--- config.mk ---
export PLATFORM = sky130hd
export DESIGN_NAME = router_req_dispatcher
export DESIGN_NICKNAME = d
export VERILOG_FILES = /design/src/rtl/router_4lane_pkg.sv /design/src/rtl/router_req_fifo.sv /design/src/rtl/router_req_dispatcher.sv
export SDC_FILE = /design/constraint.sdc
export NUM_CORES = 1
export LEC_CHECK = 0
export BUFFER_PORTS_ARGS = -buffer_cell sky130_fd_sc_hd__buf_2
export CAP_MARGIN = 5
export CORE_ASPECT_RATIO = 0.5
export CORE_MARGIN = 2
export CORE_UTILIZATION = 35
export CTS_BUF_LIST = sky130_fd_sc_hd__clkbuf_8
export DETAILED_ROUTE_END_ITERATION = 16
export PLACE_DENSITY_LB_ADDON = 0.12
export SETUP_SLACK_MARGIN = 0.3
export SYNTH_ARGS = -nofsm -noshare
export SYNTH_HDL_FRONTEND = slang
export SYNTH_SLANG_ARGS = --single-unit
--- constraint.sdc ---
create_clock -name i_clk -period 3.85 [get_ports i_clk]
set_input_delay 0.385 -clock i_clk [delete_from_list [all_inputs] [get_ports i_clk]]
set_output_delay 0.385 -clock i_clk [all_outputs]
set_load 0.02 [all_outputs]
--- src/rtl/router_4lane_pkg.sv ---
// rtl/router_4lane_pkg.sv - shared constants and types for the router_4lane request path
package router_4lane_pkg;

  localparam int DEF_ADDR_W = 10;
  localparam int XFER_BITS  = 1024;

  typedef enum logic [2:0] {
    ST_IDLE,
    ST_ISSUE,
    ST_WAIT_ACK,
    ST_WAIT_DONE,
    ST_COMPLETE
  } disp_state_e;

  typedef struct packed {
    logic [DEF_ADDR_W-1:0] src;
    logic [DEF_ADDR_W-1:0] dst;
  } router_req_t;

endpackage

--- src/rtl/router_req_fifo.sv ---
// rtl/router_req_fifo.sv - synchronous request FIFO with full/empty/level status
module router_req_fifo #(
  parameter int W     = 20,
  parameter int DEPTH = 8,
  localparam int AW   = $clog2(DEPTH)
) (
  input  logic          i_clk,
  input  logic          i_rst_n,
  input  logic          i_push,
  input  logic [W-1:0]  i_wdata,
  input  logic          i_pop,
  output logic [W-1:0]  o_rdata,
  output logic          o_full,
  output logic          o_empty,
  output logic [AW:0]   o_level
);

  logic [W-1:0] r_mem [DEPTH];
  logic [AW:0]  r_wr_ptr;
  logic [AW:0]  r_rd_ptr;

  // Pointers carry one extra wrap bit so full and empty are distinguishable.
  always_ff @(posedge i_clk or negedge i_rst_n) begin
    if (!i_rst_n) begin
      r_wr_ptr <= '0;
      r_rd_ptr <= '0;
    end else begin
      if (i_push) r_wr_ptr <= r_wr_ptr + (AW+1)'(1);
      if (i_pop)  r_rd_ptr <= r_rd_ptr + (AW+1)'(1);
    end
  end

  always_ff @(posedge i_clk) begin
    if (i_push) r_mem[r_wr_ptr[AW-1:0]] <= i_wdata;
  end

  assign o_level = r_wr_ptr - r_rd_ptr;
  assign o_full  = (o_level == (AW+1)'(DEPTH));
  assign o_empty = (o_level == '0);
  assign o_rdata = r_mem[r_rd_ptr[AW-1:0]];

endmodule

--- src/rtl/router_req_dispatcher.sv ---
// rtl/router_req_dispatcher.sv - queues router transfer requests, issues them one at a time
// and tracks completion, latency and timeout statistics
module router_req_dispatcher
  import router_4lane_pkg::*;
#(
  parameter int ADDR_W      = DEF_ADDR_W,
  parameter int DEPTH       = 8,
  parameter int ACK_TIMEOUT = 64,
  parameter int CNT_W       = 32
) (
  input  logic                   i_clk,
  input  logic                   i_rst_n,
  input  logic                   i_req_valid,
  output logic                   o_req_ready,
  input  logic [ADDR_W-1:0]      i_req_src_addr,
  input  logic [ADDR_W-1:0]      i_req_dst_addr,
  output logic                   o_router_start_req,
  output logic [ADDR_W-1:0]      o_router_scr_addr,
  output logic [ADDR_W-1:0]      o_router_dst_addr,
  input  logic                   i_router_done,
  output logic                   o_cpl_valid,
  output logic [$clog2(DEPTH):0] o_q_level,
  output logic [CNT_W-1:0]       o_xfer_count,
  output logic [CNT_W-1:0]       o_busy_cycles,
  output logic [CNT_W-1:0]       o_last_latency,
  output logic                   o_err_timeout,
  input  logic                   i_stats_clr
);

  disp_state_e         r_state;
  disp_state_e         w_next;
  logic [CNT_W-1:0]    r_lat;
  logic [CNT_W-1:0]    r_xfer;
  logic [CNT_W-1:0]    r_busy;
  logic [CNT_W-1:0]    r_last;
  logic                r_err;
  logic                w_full;
  logic                w_empty;
  logic                w_pop;
  logic                w_push;
  logic                w_timeout;
  logic [2*ADDR_W-1:0] w_head;
  logic [CNT_W:0]      w_busy_sum;

  assign w_pop       = (r_state == ST_ISSUE);
  // A pop in the same cycle frees the slot, so a full FIFO can still accept.
  assign o_req_ready = !w_full || w_pop;
  assign w_push      = i_req_valid && o_req_ready;
  assign w_timeout   = (r_state == ST_WAIT_ACK) && i_router_done &&
                       (r_lat == CNT_W'(ACK_TIMEOUT + 1));

  router_req_fifo #(
    .W     (2*ADDR_W),
    .DEPTH (DEPTH)
  ) u_fifo (
    .i_clk   (i_clk),
    .i_rst_n (i_rst_n),
    .i_push  (w_push),
    .i_wdata ({i_req_src_addr, i_req_dst_addr}),
    .i_pop   (w_pop),
    .o_rdata (w_head),
    .o_full  (w_full),
    .o_empty (w_empty),
    .o_level (o_q_level)
  );

  always_ff @(posedge i_clk or negedge i_rst_n) begin
    if (!i_rst_n) r_state <= ST_IDLE;
    else          r_state <= w_next;
  end

  always_comb begin
    w_next             = r_state;
    o_router_start_req = 1'b0;
    o_cpl_valid        = 1'b0;
    o_router_scr_addr  = '0;
    o_router_dst_addr  = '0;
    case (r_state)
      ST_IDLE: begin
        if (!w_empty && i_router_done) w_next = ST_ISSUE;
      end
      ST_ISSUE: begin
        o_router_start_req = 1'b1;
        o_router_scr_addr  = w_head[2*ADDR_W-1:ADDR_W];
        o_router_dst_addr  = w_head[ADDR_W-1:0];
        w_next             = ST_WAIT_ACK;
      end
      ST_WAIT_ACK: begin
        if (!i_router_done) begin
          w_next = ST_WAIT_DONE;
        end else if (w_timeout) begin
          o_cpl_valid = 1'b1;
          w_next      = ST_IDLE;
        end
      end
      ST_WAIT_DONE: begin
        if (i_router_done) w_next = ST_COMPLETE;
      end
      ST_COMPLETE: begin
        o_cpl_valid = 1'b1;
        w_next      = ST_IDLE;
      end
      default: w_next = ST_IDLE;
    endcase
  end

  // r_lat holds the 1-based cycle index of the current transfer; ISSUE is cycle 1.
  always_ff @(posedge i_clk or negedge i_rst_n) begin
    if (!i_rst_n) begin
      r_lat <= '0;
    end else if (r_state == ST_ISSUE) begin
      r_lat <= CNT_W'(2);
    end else if ((r_state == ST_WAIT_ACK || r_state == ST_WAIT_DONE) && r_lat != '1) begin
      r_lat <= r_lat + CNT_W'(1);
    end
  end

  assign w_busy_sum = {1'b0, r_busy} + {1'b0, r_lat};

  always_ff @(posedge i_clk or negedge i_rst_n) begin
    if (!i_rst_n) begin
      r_xfer <= '0;
      r_busy <= '0;
      r_last <= '0;
      r_err  <= 1'b0;
    end else if (i_stats_clr) begin
      r_xfer <= '0;
      r_busy <= '0;
      r_last <= '0;
      r_err  <= 1'b0;
    end else begin
      if (r_state == ST_COMPLETE) begin
        if (r_xfer != '1) r_xfer <= r_xfer + CNT_W'(1);
        r_busy <= w_busy_sum[CNT_W] ? '1 : w_busy_sum[CNT_W-1:0];
        r_last <= r_lat;
      end
      if (w_timeout) r_err <= 1'b1;
    end
  end

  assign o_xfer_count   = r_xfer;
  assign o_busy_cycles  = r_busy;
  assign o_last_latency = r_last;
  assign o_err_timeout  = r_err;

endmodule

==> impl_metrics.py <==
metrics = {
    "timing": {
        "finalCriticalPeriod_ns": 3.24,
        "tightest_slew_ns": 1.11,
        "tns_ns": 0,
        "report.final.slew_viol_count": 0,
        "hold_violations": 0,
        "period_share": 0.842,
        "setup_viol": 0,
        "rsz0062_at_grt": "no",
        "fmax_mhz": 308,
        "clock_skew_ns": 0.0200,
        "slew_headroom": 0.259,
    },
    "logic_synthesis": {
        "synth_warnings": 0,
        "synthArstFlopShare": 0.467,
        "synth_area_leaders": "edfxtp_1, dfrtp_1, mux4_2, nand2_1, ha_1",
        "synth.net_count": 1256,
        "avgSynthCellArea_um2": 11.9,
        "synth-main-ff-cell": "edfxtp_1",
        "synth_largest_area_cell": "edfxtp_1",
        "synth_seq_area_share": 0.588,
        "ys_ff_latch": 300,
        "syn_inst": 1189,
        "synth-edff-count": 160,
        "ys_types": 59,
        "syn_area_mm2": 0.0141,
        "synth_top_area_frac": 0.340,
    },
    "setup_path": {
        "cp.arrival_ns": 3.67,
        "slowest_stage": "dfrtp_1",
        "crit_chain": "ha_1 -> fa_1 -> nand3_1 -> a21oi_1 -> o41ai_2 -> buf_4 -> o31ai_2 -> a21oi_4 -> o221ai_2 -> a21o_1 -> a211oi_4 -> buf_6 -> a311oi_1",
        "r2r_slack_ns": 0.61,
        "path_buf_inv": 2,
        "worst-path-max-fanout": 28,
        "criticalPathCategory": "register to register",
        "cpLargestDelayFamily": "compound AO/OA/AOI/OAI gates",
        "cp.required_ns": 4.27,
        "slowest_delay_ns": 0.45,
        "cp-start-kind": "register",
        "cp-end-kind": "register",
    },
    "layout": {
        "layout_common_cells": "edfxtp_1, nand2_1, buf_2",
        "fin_util": 0.415,
        "antennaDiodeCount": 0,
        "n_fill_cell": 3782,
        "final_common_cell": "edfxtp_1",
        "multi_input_area_mm2": 0.00553,
        "area_growth_pct": 15.7,
        "drive_gt1_frac": 0.212,
        "seq_area_mm2": 0.00831,
        "fin_nets": 1412,
    },
    "grt": {
        "grt_util_all_layers": 0.175,
        "overflow": 0,
        "grt_start_max_net_pins": 113,
        "grt_pass1_vias": 10000,
        "grt_pass1_wl_mm": 57.7,
        "antenna_found_initial": 2,
    },
    "clocking": {
        "cts.sinks": 300,
        "clk_path_buf_depth": 3,
        "root_buffer": "clkbuf_8",
        "clkLatencyLatePin_ns": 0.58,
        "htreeDepth": 2,
        "tritoncts": "done",
        "cts_made_buffers": 45,
        "clk_pin_slew_ns": 0.07,
    },
    "hold_path": {
        "worst_hold_path_type": "input pin to register",
    },
    "floorplan": {
        "die-area_mm2": 0.0421,
        "io-pin-count": 149,
        "coreArea_mm2": 0.0394,
        "initial_core_util": 0.359,
        "die_h_um": 146,
        "rows": 51,
        "die_w_um": 288,
    },
    "run": {
        "drv_cap": 0,
    },
    "detailed_routing": {
        "ant_nets": 0,
        "viasPerCell": 5.15,
        "drtIter0Drc": 607,
        "first_pass_iters": 5,
        "drt_drc_violations_left": 0,
        "wire_per_inst_um": 19.2,
        "vias": 9825,
        "drt-total-wl_mm": 36.6,
    },
    "placement": {
        "io_buffers": 148,
        "gp_congestion": 0.879,
        "dp_hpwl_mm": 23.7,
    },
    "power": {
        "p_per_area_mw_per_mm2": 560,
        "peakVddDrop_mv": 0.390,
        "leakage_nw": 6.72,
    },
    "status": {
        "outcome": "complete, no violations",
    },
}
-- cells in the mapped netlist, types with 31 or more instances --
master / n
clkbuf_1: 45
a211oi_1: 35
nand2_1: 154
xnor2_1: 44
mux4_2: 40
nand3_1: 32
xor2_1: 46
nand4_1: 31
nor2_1: 126
dfrtp_1: 140
edfxtp_1: 160
a21oi_1: 88
ha_1: 40
-- cell type report --
| type | count | share of cell area |
|---|---|---|
| Sequential cell | 300 | 0.508 |
| Clock inverter | 33 | 0.0112 |
| Clock buffer | 47 | 0.0395 |
| Tap cell | 530 | 0.0405 |
| Timing Repair Buffer | 171 | 0.0568 |
| Multi-Input combinational cell | 802 | 0.338 |
| Inverter | 25 | 0.00574 |
-- state kept, by name, summed over array words and instances, names as in the netlist --
register         flops
o_busy_cycles       32
o_err_timeout        1
o_last_latency      32
o_xfer_count        32
r_lat               32
r_state              3
u_fifo.r_mem       160
u_fifo.r_rd_ptr      4
u_fifo.r_wr_ptr      4
-- worst register-to-register path: stages, from the launching register on --
cell and delay [ns]:
dfrtp_1 0.45, ha_1 0.25, fa_1 0.42, nand3_1 0.11
a21oi_1 0.09, o41ai_2 0.20, buf_4 0.18, o31ai_2 0.11
a21oi_4 0.20, o221ai_2 0.13, a21o_1 0.23, a211oi_4 0.28
buf_6 0.29, a311oi_1 0.16
-- cells by family (layout without fill, tap and decap cells) --
kind of cell | count (synthesis) | in the layout | synth area share
AO/OA/AOI/OAI | 203 | 203 | 0.0905
XOR/XNOR | 90 | 90 | 0.0558
adder cells (fa/ha/maj) | 42 | 42 | 0.0382
buffers and inverters | 87 | 276 | 0.0243
flip-flops | 300 | 300 | 0.588
multiplexers | 42 | 42 | 0.0652
AND/OR/NAND/NOR | 425 | 425 | 0.138
-- power breakdown --
group	leakage (nW)	switching [W]	total, W	internal (W)
Sequential	3.38	0.000207	0.00401	0.00381
Clock	0.480	0.00129	0.00250	0.00121
Combinational	2.86	0.00166	0.00265	0.000988
Total	6.72	0.00315	0.00916	0.00601
-- timing repair --
item                                   CTS  global route
buffers inserted                         0             1
setup endpoints to repair                0            28
resized for setup                        0             1
endpoints found under the hold margin   18             0
hold buffers                             1             0
-- final timing paths --
kind                                                      from                             end  cells after the start
min in group asynchronous                              i_rst_n   o_busy_cycles[10]$_DFFE_PN0P_                      2
worst min-delay path                         i_req_src_addr[5]   u_fifo.r_mem[0][15]$_DFFE_PP_                      1
worst max register to register            r_lat[0]$_DFFE_PN0P_   o_busy_cycles[22]$_DFFE_PN0P_                     13
worst min register to register  u_fifo.r_wr_ptr[3]$_DFFE_PN0P_  u_fifo.r_wr_ptr[3]$_DFFE_PN0P_                      1
worst max-delay path                      r_lat[0]$_DFFE_PN0P_   o_busy_cycles[22]$_DFFE_PN0P_                     13
max in group asynchronous                              i_rst_n  o_last_latency[25]$_DFFE_PN0P_                      3
-- routing by layer --
layer | track usage | routed length [µm]
met2 | 0.290 | 17600
met3 | 0.0347 | 1570
met5 | 0 | 21
met4 | 0.0474 | 791
met1 | 0.235 | 16700
-- per-stage QoR --
| step | instances | setup WS [ns] | power, W | area [µm²] | hold slack, ns |
|---|---|---|---|---|---|
| 2_1_floorplan | 1189 | 0.322 | 0.00592 | 14200 | 0.0894 |
| 3_3_place_gp | 1826 | 0.493 | 0.00673 | 15500 | 0.482 |
| 3_5_place_dp | 1826 | 0.395 | 0.00679 | 15500 | 0.484 |
| 4_1_cts | 1907 | 0.356 | 0.00934 | 16300 | 0.000682 |
| 5_1_grt | 1908 | 0.357 | 0.00972 | 16400 | 0.0240 |
| 6_report | 1908 | 0.608 | 0.00916 | 16400 | 0.0700 |
(Power assumes the default switching activity.)
